**src/rtl/uart_pkg.sv**
```systemverilog
// Shared types and helpers for the configurable UART transmitter.
// Latency: n/a (types and pure functions only).
// Backpressure: n/a.
package uart_pkg;

  typedef enum logic [2:0] {
    ST_IDLE,
    ST_START,
    ST_DATA,
    ST_PARITY,
    ST_STOP
  } tx_state_e;

  typedef enum logic [1:0] {
    PAR_NONE = 2'd0,
    PAR_EVEN = 2'd1,
    PAR_ODD  = 2'd2
  } parity_mode_e;

  // Widest legal frame payload; parity is computed on a zero-extended copy.
  localparam int unsigned MAX_DATA_WIDTH = 9;

  // The unused encoding 3 behaves exactly like "no parity".
  function automatic parity_mode_e decode_parity(input logic [1:0] mode);
    parity_mode_e m;
    m = PAR_NONE;
    if (mode == 2'd1) begin
      m = PAR_EVEN;
    end else if (mode == 2'd2) begin
      m = PAR_ODD;
    end
    return m;
  endfunction

  // Even: XOR of data bits. Odd: its inverse.
  function automatic logic calc_parity(input logic [MAX_DATA_WIDTH-1:0] data,
                                       input parity_mode_e mode);
    logic p;
    p = ^data;
    if (mode == PAR_ODD) begin
      p = ~p;
    end
    return p;
  endfunction

endpackage

```
**src/rtl/uart_fifo.sv**
```systemverilog
// Synchronous FIFO with occupancy count and a look-ahead (fall-through) head word.
// Latency: a word written on edge k is visible at rd_data_o after edge k.
// Backpressure: writes ignored while full_o, reads ignored while empty_o.
// Ports: clk_i/reset_i (sync, active-high), wr_en_i/wr_data_i, rd_en_i/rd_data_o,
//        full_o, empty_o, count_o (0..DEPTH).
module uart_fifo #(
  parameter int WIDTH = 8,
  parameter int DEPTH = 16,
  localparam int AW = $clog2(DEPTH)
) (
  input  logic             clk_i,
  input  logic             reset_i,
  input  logic             wr_en_i,
  input  logic [WIDTH-1:0] wr_data_i,
  input  logic             rd_en_i,
  output logic [WIDTH-1:0] rd_data_o,
  output logic             full_o,
  output logic             empty_o,
  output logic [AW:0]      count_o
);

  localparam logic [AW:0] FULL_CNT = DEPTH[AW:0];
  localparam logic [AW:0] ONE_CNT  = {{AW{1'b0}}, 1'b1};

  logic [WIDTH-1:0] mem_q [DEPTH];
  logic [AW-1:0]    wr_ptr_q, rd_ptr_q;
  logic [AW:0]      count_q, count_d;
  logic             do_wr, do_rd;

  assign full_o    = (count_q == FULL_CNT);
  assign empty_o   = (count_q == '0);
  assign count_o   = count_q;
  assign rd_data_o = mem_q[rd_ptr_q];

  assign do_wr = wr_en_i && !full_o;
  assign do_rd = rd_en_i && !empty_o;

  // Simultaneous push and pop leave the count unchanged.
  always_comb begin
    count_d = count_q;
    case ({do_wr, do_rd})
      2'b10:   count_d = count_q + ONE_CNT;
      2'b01:   count_d = count_q - ONE_CNT;
      default: count_d = count_q;
    endcase
  end

  // Pointers wrap naturally because DEPTH is a power of two.
  always_ff @(posedge clk_i) begin
    if (reset_i) begin
      wr_ptr_q <= '0;
      rd_ptr_q <= '0;
      count_q  <= '0;
    end else begin
      if (do_wr) wr_ptr_q <= wr_ptr_q + AW'(1);
      if (do_rd) rd_ptr_q <= rd_ptr_q + AW'(1);
      count_q <= count_d;
    end
  end

  always_ff @(posedge clk_i) begin
    if (do_wr) begin
      mem_q[wr_ptr_q] <= wr_data_i;
    end
  end

endmodule

```
**src/rtl/uart_tx_cfg.sv**
```systemverilog
// UART transmitter with input FIFO, selectable parity and one/two stop bits.
// Latency: word accepted on edge k drives the start bit from edge k+2 (idle FIFO/FSM).
// Backpressure: tx_ready = !full; frames run back-to-back while the FIFO holds data.
// Ports: clk, reset (sync, active-high), tx_data/tx_valid/tx_ready (write side),
//        parity_mode (0 none, 1 even, 2 odd, 3 none), two_stop, TxD (idle high),
//        busy (frame in flight or FIFO non-empty), fifo_count.
module uart_tx_cfg
  import uart_pkg::*;
#(
  parameter int CLK_FREQ   = 100_000_000,
  parameter int BAUD_RATE  = 115_200,
  parameter int DATA_WIDTH = 8,
  parameter int FIFO_DEPTH = 16,
  localparam int CW = $clog2(FIFO_DEPTH) + 1
) (
  input  logic                  clk,
  input  logic                  reset,
  input  logic [DATA_WIDTH-1:0] tx_data,
  input  logic                  tx_valid,
  output logic                  tx_ready,
  input  logic [1:0]            parity_mode,
  input  logic                  two_stop,
  output logic                  TxD,
  output logic                  busy,
  output logic [CW-1:0]         fifo_count
);

  localparam int CPB = CLK_FREQ / BAUD_RATE;
  localparam int BW  = (CPB > 1) ? $clog2(CPB) : 1;
  localparam logic [BW-1:0] LAST_CYC = BW'(CPB - 1);
  localparam logic [3:0]    LAST_BIT = 4'(DATA_WIDTH - 1);

  tx_state_e             state_q, state_d;
  logic [BW-1:0]         cyc_q, cyc_d;
  logic [3:0]            bit_q, bit_d;
  logic [DATA_WIDTH-1:0] shift_q, shift_d;
  logic                  par_bit_q, par_bit_d;
  logic                  par_en_q, par_en_d;
  logic                  two_stop_q, two_stop_d;
  logic                  txd_q, txd_d;

  logic                  pop;
  logic                  bit_end;
  logic [DATA_WIDTH-1:0] fifo_rdata;
  logic                  fifo_full, fifo_empty;
  parity_mode_e          mode_in;

  uart_fifo #(
    .WIDTH (DATA_WIDTH),
    .DEPTH (FIFO_DEPTH)
  ) u_fifo (
    .clk_i     (clk),
    .reset_i   (reset),
    .wr_en_i   (tx_valid),
    .wr_data_i (tx_data),
    .rd_en_i   (pop),
    .rd_data_o (fifo_rdata),
    .full_o    (fifo_full),
    .empty_o   (fifo_empty),
    .count_o   (fifo_count)
  );

  assign tx_ready = !fifo_full;
  assign busy     = (state_q != ST_IDLE) || (fifo_count != '0);
  assign TxD      = txd_q;
  assign mode_in  = decode_parity(parity_mode);
  assign bit_end  = (cyc_q == LAST_CYC);

  always_comb begin
    state_d    = state_q;
    cyc_d      = bit_end ? '0 : cyc_q + BW'(1);
    bit_d      = bit_q;
    shift_d    = shift_q;
    par_bit_d  = par_bit_q;
    par_en_d   = par_en_q;
    two_stop_d = two_stop_q;
    txd_d      = 1'b1;
    pop        = 1'b0;

    case (state_q)
      ST_IDLE: begin
        cyc_d = '0;
        if (!fifo_empty) begin
          pop     = 1'b1;
          state_d = ST_START;
        end
      end
      ST_START: begin
        txd_d = 1'b0;
        if (bit_end) begin
          bit_d   = '0;
          state_d = ST_DATA;
        end
      end
      ST_DATA: begin
        txd_d = shift_q[0];
        if (bit_end) begin
          shift_d = shift_q >> 1;
          if (bit_q == LAST_BIT) begin
            bit_d   = '0;
            state_d = par_en_q ? ST_PARITY : ST_STOP;
          end else begin
            bit_d = bit_q + 4'd1;
          end
        end
      end
      ST_PARITY: begin
        txd_d = par_bit_q;
        if (bit_end) begin
          bit_d   = '0;
          state_d = ST_STOP;
        end
      end
      ST_STOP: begin
        if (bit_end) begin
          // bit_q counts stop bits already sent when two are requested.
          if (two_stop_q && (bit_q == '0)) begin
            bit_d = 4'd1;
          end else begin
            bit_d = '0;
            if (!fifo_empty) begin
              pop     = 1'b1;
              state_d = ST_START;
            end else begin
              state_d = ST_IDLE;
            end
          end
        end
      end
      default: state_d = ST_IDLE;
    endcase

    // Frame setup is captured with the pop so mid-frame input changes only
    // affect the following frame.
    if (pop) begin
      shift_d    = fifo_rdata;
      par_en_d   = (mode_in != PAR_NONE);
      par_bit_d  = calc_parity(MAX_DATA_WIDTH'(fifo_rdata), mode_in);
      two_stop_d = two_stop;
    end
  end

  // TxD is registered from the state, so each line bit appears one edge
  // after its state is entered; every bit keeps the full CPB duration.
  always_ff @(posedge clk) begin
    if (reset) begin
      state_q    <= ST_IDLE;
      cyc_q      <= '0;
      bit_q      <= '0;
      shift_q    <= '0;
      par_bit_q  <= 1'b0;
      par_en_q   <= 1'b0;
      two_stop_q <= 1'b0;
      txd_q      <= 1'b1;
    end else begin
      state_q    <= state_d;
      cyc_q      <= cyc_d;
      bit_q      <= bit_d;
      shift_q    <= shift_d;
      par_bit_q  <= par_bit_d;
      par_en_q   <= par_en_d;
      two_stop_q <= two_stop_d;
      txd_q      <= txd_d;
    end
  end

endmodule

```
**config.mk**
```make
export PLATFORM = sky130hd
export DESIGN_NAME = uart_tx_cfg
export DESIGN_NICKNAME = d
export VERILOG_FILES = /design/src/rtl/uart_pkg.sv /design/src/rtl/uart_fifo.sv /design/src/rtl/uart_tx_cfg.sv
export SDC_FILE = /design/constraint.sdc
export NUM_CORES = 1
export LEC_CHECK = 0
export CORE_MARGIN = 2
export CORE_UTILIZATION = 35
export CTS_CLUSTER_DIAMETER = 30
export DETAILED_ROUTE_END_ITERATION = 8
export GPL_TIMING_DRIVEN = 0
export PLACE_DENSITY_LB_ADDON = 0.05
export SYNTH_ARGS = -nofsm -noshare
export SYNTH_HDL_FRONTEND = slang
export SYNTH_SLANG_ARGS = --single-unit
```
**constraint.sdc**
```tcl
create_clock -name clk -period 4.56 [get_ports clk]
set_input_delay 0.912 -clock clk [delete_from_list [all_inputs] [get_ports clk]]
set_output_delay 0.912 -clock clk [all_outputs]
set_load 0.05 [all_outputs]
```
; ---- Yosys cells after proc, flatten, opt, wreduce, memory -nomap -nowiden
; Memories as Yosys holds them, arrays and structs flattened. A register that Yosys moved wholly into a read port is not among the register bits.
; Index checks and enable logic that the tools add are counted.
[totals]
out_inout_bits = 8
reg_bits = 42
mem_count = 1
elab_cells = 93
ram_bits = 128
inputBits = 14
[memory_table]
columns = name, words, width, read_ports, rd_clocked_by_memory_dff, write_ports, line_no
row1 = u_fifo.mem_q, 16, 8, 1, 1, 1, uart_fifo.sv:25  ; logic [WIDTH-1:0] mem_q [DEPTH];
[classes]
n_mux = 32
eq_ne = 20
n_bitwise = 1
addsub = 6
reduce_logical = 22
[op_table]
columns = op, n
row1 = 3-bit two-way mux, 8
row2 = 4-bit two-way mux, 6
row3 = 8-bit two-way mux, 3
row4 = 3-bit one-hot mux with 5 select lines, 1
row5 = "2-bit inequality test, second input constant", 7
row6 = "4-bit by 1-bit adder with 4-bit output, second input constant", 3
row7 = 4-bit one-hot mux with 3 select lines, 1
row8 = "10-bit by 1-bit adder with 10-bit output, second input constant", 1
row9 = "10-bit == test, second input constant", 1
row10 = 5-bit one-hot mux with 2 select lines, 1
row11 = 9-bit parity, 1
row12 = 1-bit two-way mux, 8
row13 = 2-bit nonzero test, 4
row14 = 7-bit AND reduction, 1
row15 = "2-bit == test, second input constant", 3
row16 = "3-bit by 2-bit == test with 1-bit output, second input constant", 2
row17 = 3-bit nonzero test, 2
row18 = "5-bit by 1-bit adder with 5-bit output, second input constant", 1
row19 = "5-bit == test, second input constant", 1
row20 = 5-bit zero test, 1
row21 = 5-bit nonzero test, 1
row22 = "5-bit by 1-bit subtractor with 5-bit output, second input constant", 1
row23 = "2-bit by 1-bit == test with 1-bit output, second input constant", 2
row24 = "4-bit by 3-bit == test with 1-bit output, second input constant", 1
row25 = 16 further kinds, 20

; ---- Depth between registers and ports, before layout
; Gate-level depths: netlist (run 1).
[depth]
word_depth = 8
ltp_mapped = 17

; ---- Modules after synthesis
; A second synthesis (run 1) with hierarchy kept.
[unflattened]
hier_cells = 478
hier_area_um2 = 7355.8
[modules_own_cells]
columns = mod, seq_area_each_um2, cells_each, area_per_inst_um2, instances
row1 = uart_fifo, 4184.0, 296, 5753.0, 1
row2 = uart_tx_cfg, 580.6, 182, 1602.8, 1

; ---- Least setup slack after synthesis (run 1)
; Ideal clock, no wire load.
[synth_timing]
kind = reg-to-reg
from = register cyc_q[0]
to = register u_fifo.count_q[4] (netlist: u_fifo.count_o[4])
slack_ns = 0.994
t_arrival_ns = 3.439
path_stages_with_launch = 18
t_required_ns = 4.432
path_cell_list = dfxtp_1 > ha_1 > or3b_1 > nor4_1 > nand2b_1 > a21oi_1 > clkbuf_1 > ha_1 > clkbuf_1 > xor2_1 > ha_1 > nor2b_1 > a21oi_1 > o22ai_1 > nand2b_1 > a21oi_1 > xnor2_1 > nor2_1
[synth_via]
elab_chain_len = 6
word_cells_on_any_way = 8
[synth_rtl]
columns = item, line_no
row1 = "start, declared", uart_tx_cfg.sv:34  ; logic [BW-1:0] cyc_q, cyc_d;
row2 = "start signal, assigned", uart_tx_cfg.sv:157  ; cyc_q <= cyc_d;
row3 = 10-bit == test *, uart_tx_cfg.sv:67  ; assign bit_end = (cyc_q == LAST_CYC);
row4 = 1-bit two-way mux *, uart_tx_cfg.sv:115  ; if (bit_end) begin
row5 = 1-bit one-hot mux with 2 select lines *, uart_tx_cfg.sv:80  ; case (state_q)
row6 = 1-bit logical AND *, uart_fifo.sv:36  ; assign do_rd = rd_en_i && !empty_o;
row7 = 2-bit by 1-bit == test with 1-bit output or 2-bit == test (tied branches), uart_fifo.sv:41  ; case ({do_wr, do_rd})
row8 = 5-bit one-hot mux with 2 select lines or 2-bit nonzero test (tied branches), --
row9 = "end signal, assigned", uart_fifo.sv:57  ; count_q <= count_d;
row10 = "end, declared", uart_fifo.sv:27  ; logic [AW:0] count_q, count_d;
; Mark *: on every way between the ends. The rest lies on a longest branch, timed or not.
; A chain may end at the register's enable or synchronous reset.

; ---- Worst setup path in the final report (run 1)
; Same ends and word-level chain as after synthesis.

==> results of run 1 <==
[worst max-delay path, delay by kind of cell (launching register included)]
family | cells | cell delay (ns)
AO/OA/AOI/OAI | 4 | 0.64
flip-flops | 1 | 0.37
buffers and inverters | 2 | 0.78
adder cells (fa/ha/maj) | 3 | 0.65
AND/OR/NAND/NOR | 6 | 1.27
XOR/XNOR | 2 | 0.32
[power groups by stage]
stage	combinational, W	sequential [W]	clock [W]
floorplan	0.00116	0.00199	0
detailed placement	0.00165	0.00194	0
CTS	0.00166	0.00190	0.00149
global route	0.00179	0.00192	0.00156
global placement	0.00163	0.00193	0
finish	0.00162	0.00190	0.00145
[cells by family after synthesis]
family | count (synthesis) | share of synthesized area [%]
flops | 174 | 66.1
buf+inv | 38 | 2.72
mux | 40 | 11.8
compound gates | 52 | 4.37
fa+ha+maj | 12 | 2.08
xor+xnor | 25 | 3.54
simple gates | 139 | 9.39
[state kept, by name, indices dropped and copies added (netlist names), 3 cells and up, named ones only]
signal,cells
u_fifo.wr_ptr_q,4
bit_q,4
u_fifo.rd_ptr_q,4
shift_q,8
u_fifo.count_o,5
cyc_q,10
state_q,3
u_fifo.mem_q,128
[stage by stage]
step | cell area, um^2 | util (%) | std cells
3_5_place_dp | 7770 | 38.4 | 770
4_1_cts | 8360 | 41.3 | 802
3_3_place_gp | 7750 | 38.3 | 770
6_report | 8360 | 41.3 | 802
5_1_grt | 8360 | 41.3 | 802
2_1_floorplan | 7210 | - | 480
[final cells by class]
cell class,instances,area (um^2)
tap,270,338
buffer,25,148
inverter,13,48.8
timing repair buffer,20,200
sequential,174,4760
multi-input combinational,268,2270
clock buffer,17,425
fill,1881,11900
clock inverter,15,164
[layer usage]
layer / track usage, % / share of wire (%) / up-vias
met5: 0 / 0 / -
met3: 3.09 / 2.8 / 16
met4: 5.10 / 1.2 / 0
met1: 19.4 / 46 / 2019
li1: - / - / 1889
met2: 25.5 / 50 / 65
[how the worst max path moves through the flow]
stage / endpoint / cells past startpoint / start / slack [ns]
finish: u_fifo.count_o[4] / 17 / cyc_q[0] / 0.41
global route: u_fifo.count_o[4] / 17 / cyc_q[0] / 0.03
CTS: u_fifo.count_o[4] / 17 / cyc_q[0] / 0.04
detailed placement: u_fifo.count_o[4] / 17 / cyc_q[0] / 0.07
global placement: u_fifo.count_o[4] / 17 / cyc_q[0] / 0.14
floorplan: u_fifo.count_o[4] / 17 / cyc_q[0] / 0.99
[cells in the mapped netlist, types with 2 or more instances]
| cell | n | area share [%] |
|---|---|---|
| a22oi_1 | 11 | 1.1 |
| or3_1 | 4 | 0.35 |
| buf_2 | 2 | 0.14 |
| inv_1 | 13 | 0.68 |
| nand4_1 | 3 | 0.26 |
| nor2_1 | 50 | 2.6 |
| a21o_1 | 2 | 0.21 |
| nor3b_1 | 4 | 0.42 |
| mux2i_1 | 4 | 0.56 |
| a211oi_1 | 2 | 0.21 |
| nor4_1 | 3 | 0.26 |
| xnor2_2 | 3 | 0.68 |
| clkbuf_1 | 16 | 0.83 |
| nand4b_1 | 2 | 0.24 |
| ha_1 | 12 | 2.1 |
| a21oi_1 | 23 | 1.6 |
| xnor2_1 | 9 | 1.1 |
| nor3_1 | 6 | 0.42 |
| xor2_1 | 12 | 1.5 |
| a221oi_1 | 2 | 0.24 |
| a31oi_1 | 2 | 0.17 |
| nand3_1 | 15 | 1.0 |
| buf_6 | 2 | 0.31 |
| nand2_1 | 30 | 1.6 |
| nand2b_1 | 7 | 0.61 |
| mux4_2 | 36 | 11 |
| nor2b_1 | 5 | 0.43 |
| dfxtp_1 | 46 | 13 |
| buf_1 | 2 | 0.10 |
| buf_12 | 2 | 0.56 |
| o21ai_0 | 6 | 0.42 |
| edfxtp_1 | 128 | 53 |
[what timing repair did]
item                       in CTS  in global routing
setup endpoints to repair       0                  2
hold endpoints to repair        0                  0
resized for setup               0                  1
==> run metrics, run 1 <==
result of the run finished, final reports clean; gate count after technology mapping 480; number of vias per cell after detailed routing 4.97; CTS tree built; post-layout net count 545; total clock buffers created by CTS 17; Setup-failing EPs final 0; sequential group share of total power 38.3%; Core Footprint 0.0202 mm^2; setup repair after global routing missed its margin false; final setup slack of the worst path 0.405 ns; Top FF cell, synth edfxtp_1; slowest stage cell, crit path nor4_2; largest fanout of any net on the critical path 11; Max rail drop VDD 0.242 mV; worst hold path stage count 2; Mean Syn Cell Area 15.0 um^2; maximum clock insertion buffer count 2; sequential element share of the synthesized area 66.1%; net switching power figure 0.00164 W; area added between synthesis and finish 16.0%; most common cell after layout, fill and taps aside edfxtp_1; upper clock frequency limit 0.241 GHz; initial cell density of the core 35.6%; GRT Util Overall 15.1%; FF-to-FF path depth 17; number of global-route vias before repair 4109; flop and latch count out of synthesis 174; Total Power Consumption 0.00496 W; sum of negative setup slack 0 ns; capture point of the worst reg-to-reg path u_fifo.count_o[4]; Ys Warns 0; distinct cell type count after synthesis 48; ratio of final minimum period to clock period 91.1%; Skew-Pair Late Insertion Delay 0.43 ns; final hold slack 0.461 ns; Tightest Hold Check Type reg2reg; number of hold buffers added after CTS 0; net count after synthesis 506; Data arrival, critical path 4.46 ns; proportion of layout cells with a drive suffix above 1 15.8%; stage delay of the slowest cell on the critical path 0.46 ns; Post CTS Setup Buffer Count 0; Via Count 3989; CTS sink count 174; share of total power consumed by net switching 33.0%; Routability Congestion 0.768; number of antenna-violating nets in the routed design 0; Worst Clk Skew 0.0120 ns; total detailed-routing wirelength 15300 um; internal power of the cells 0.00333 W; power share of the clock group 29.2%; required time at the endpoint of the critical path 4.86 ns; Least-Margin Pin Slew 1.15 ns; clock-pin slew on the worst setup and hold paths 0.07 ns; pwr/cell area 594 mW/mm^2; number of antenna violations at the first check in global routing 0; width of the chip 148 um; count of port buffers added during placement 20; critical path class reg2reg; Pre-antenna DRT Iters 4; start of the worst register-to-register path cyc_q[0]; Setup Slack @ Placement 0.0659 ns; Post-synth EDFFs 128; beginning of the worst hold path shift_q[2]; Iteration-0 DRC Markers 226; end point of the worst hold path shift_q[2]; final period demand of the worst path 4.15 ns; commonest non-fill, non-tap cells in the layout edfxtp_1 (128), nor2_1 (50), dfxtp_1 (46); wire length of the first global-routing pass 23900 um; FFs w/ async S/R, synth 0%; number of hold violations in the final report 0; drc violations 0; cell chain of the critical path ha_1, or3b_1, nor4_2, nand2b_1, a21oi_1, clkbuf_1, ha_1, clkbuf_1, xor2_1, ha_1, nor2b_1, a21oi_1, o22ai_1, nand2b_1, a21oi_1, xnor2_1, nor2_1; max-capacitance violation count 0; critical path capture point type flip-flop; count of inserted antenna diode cells 0; average wire length per cell after detail routing 19.1 um; Netlist Area Pre-Place 0.00721 mm^2; reg-to-reg slack, setup 0.41 ns; pins over their slew limit 0; Setup crit start kind flip-flop; Die Outline Area 0.0218 mm^2; CTS root buffer clkbuf_16; num rows 52; global route overflow 0; leakage power of the design 2.71 nW; max-slew headroom at the worst pin 22.9%; combinational group share of total power 32.5%; Detailed Place HPWL 10300 um; Boundary Pins 22; pin count of the biggest net entering global routing 19; H-tree Lvls 4; die outline height 148 um
Power figures use the tool's default switching activity.
==> run 2: changes to the inputs <==
Settings changed: CTS_BUF_LIST set to sky130_fd_sc_hd__clkbuf_16.
==> results of run 2 <==
No change in the layout: final DEF, timing and power equal those of run 1.
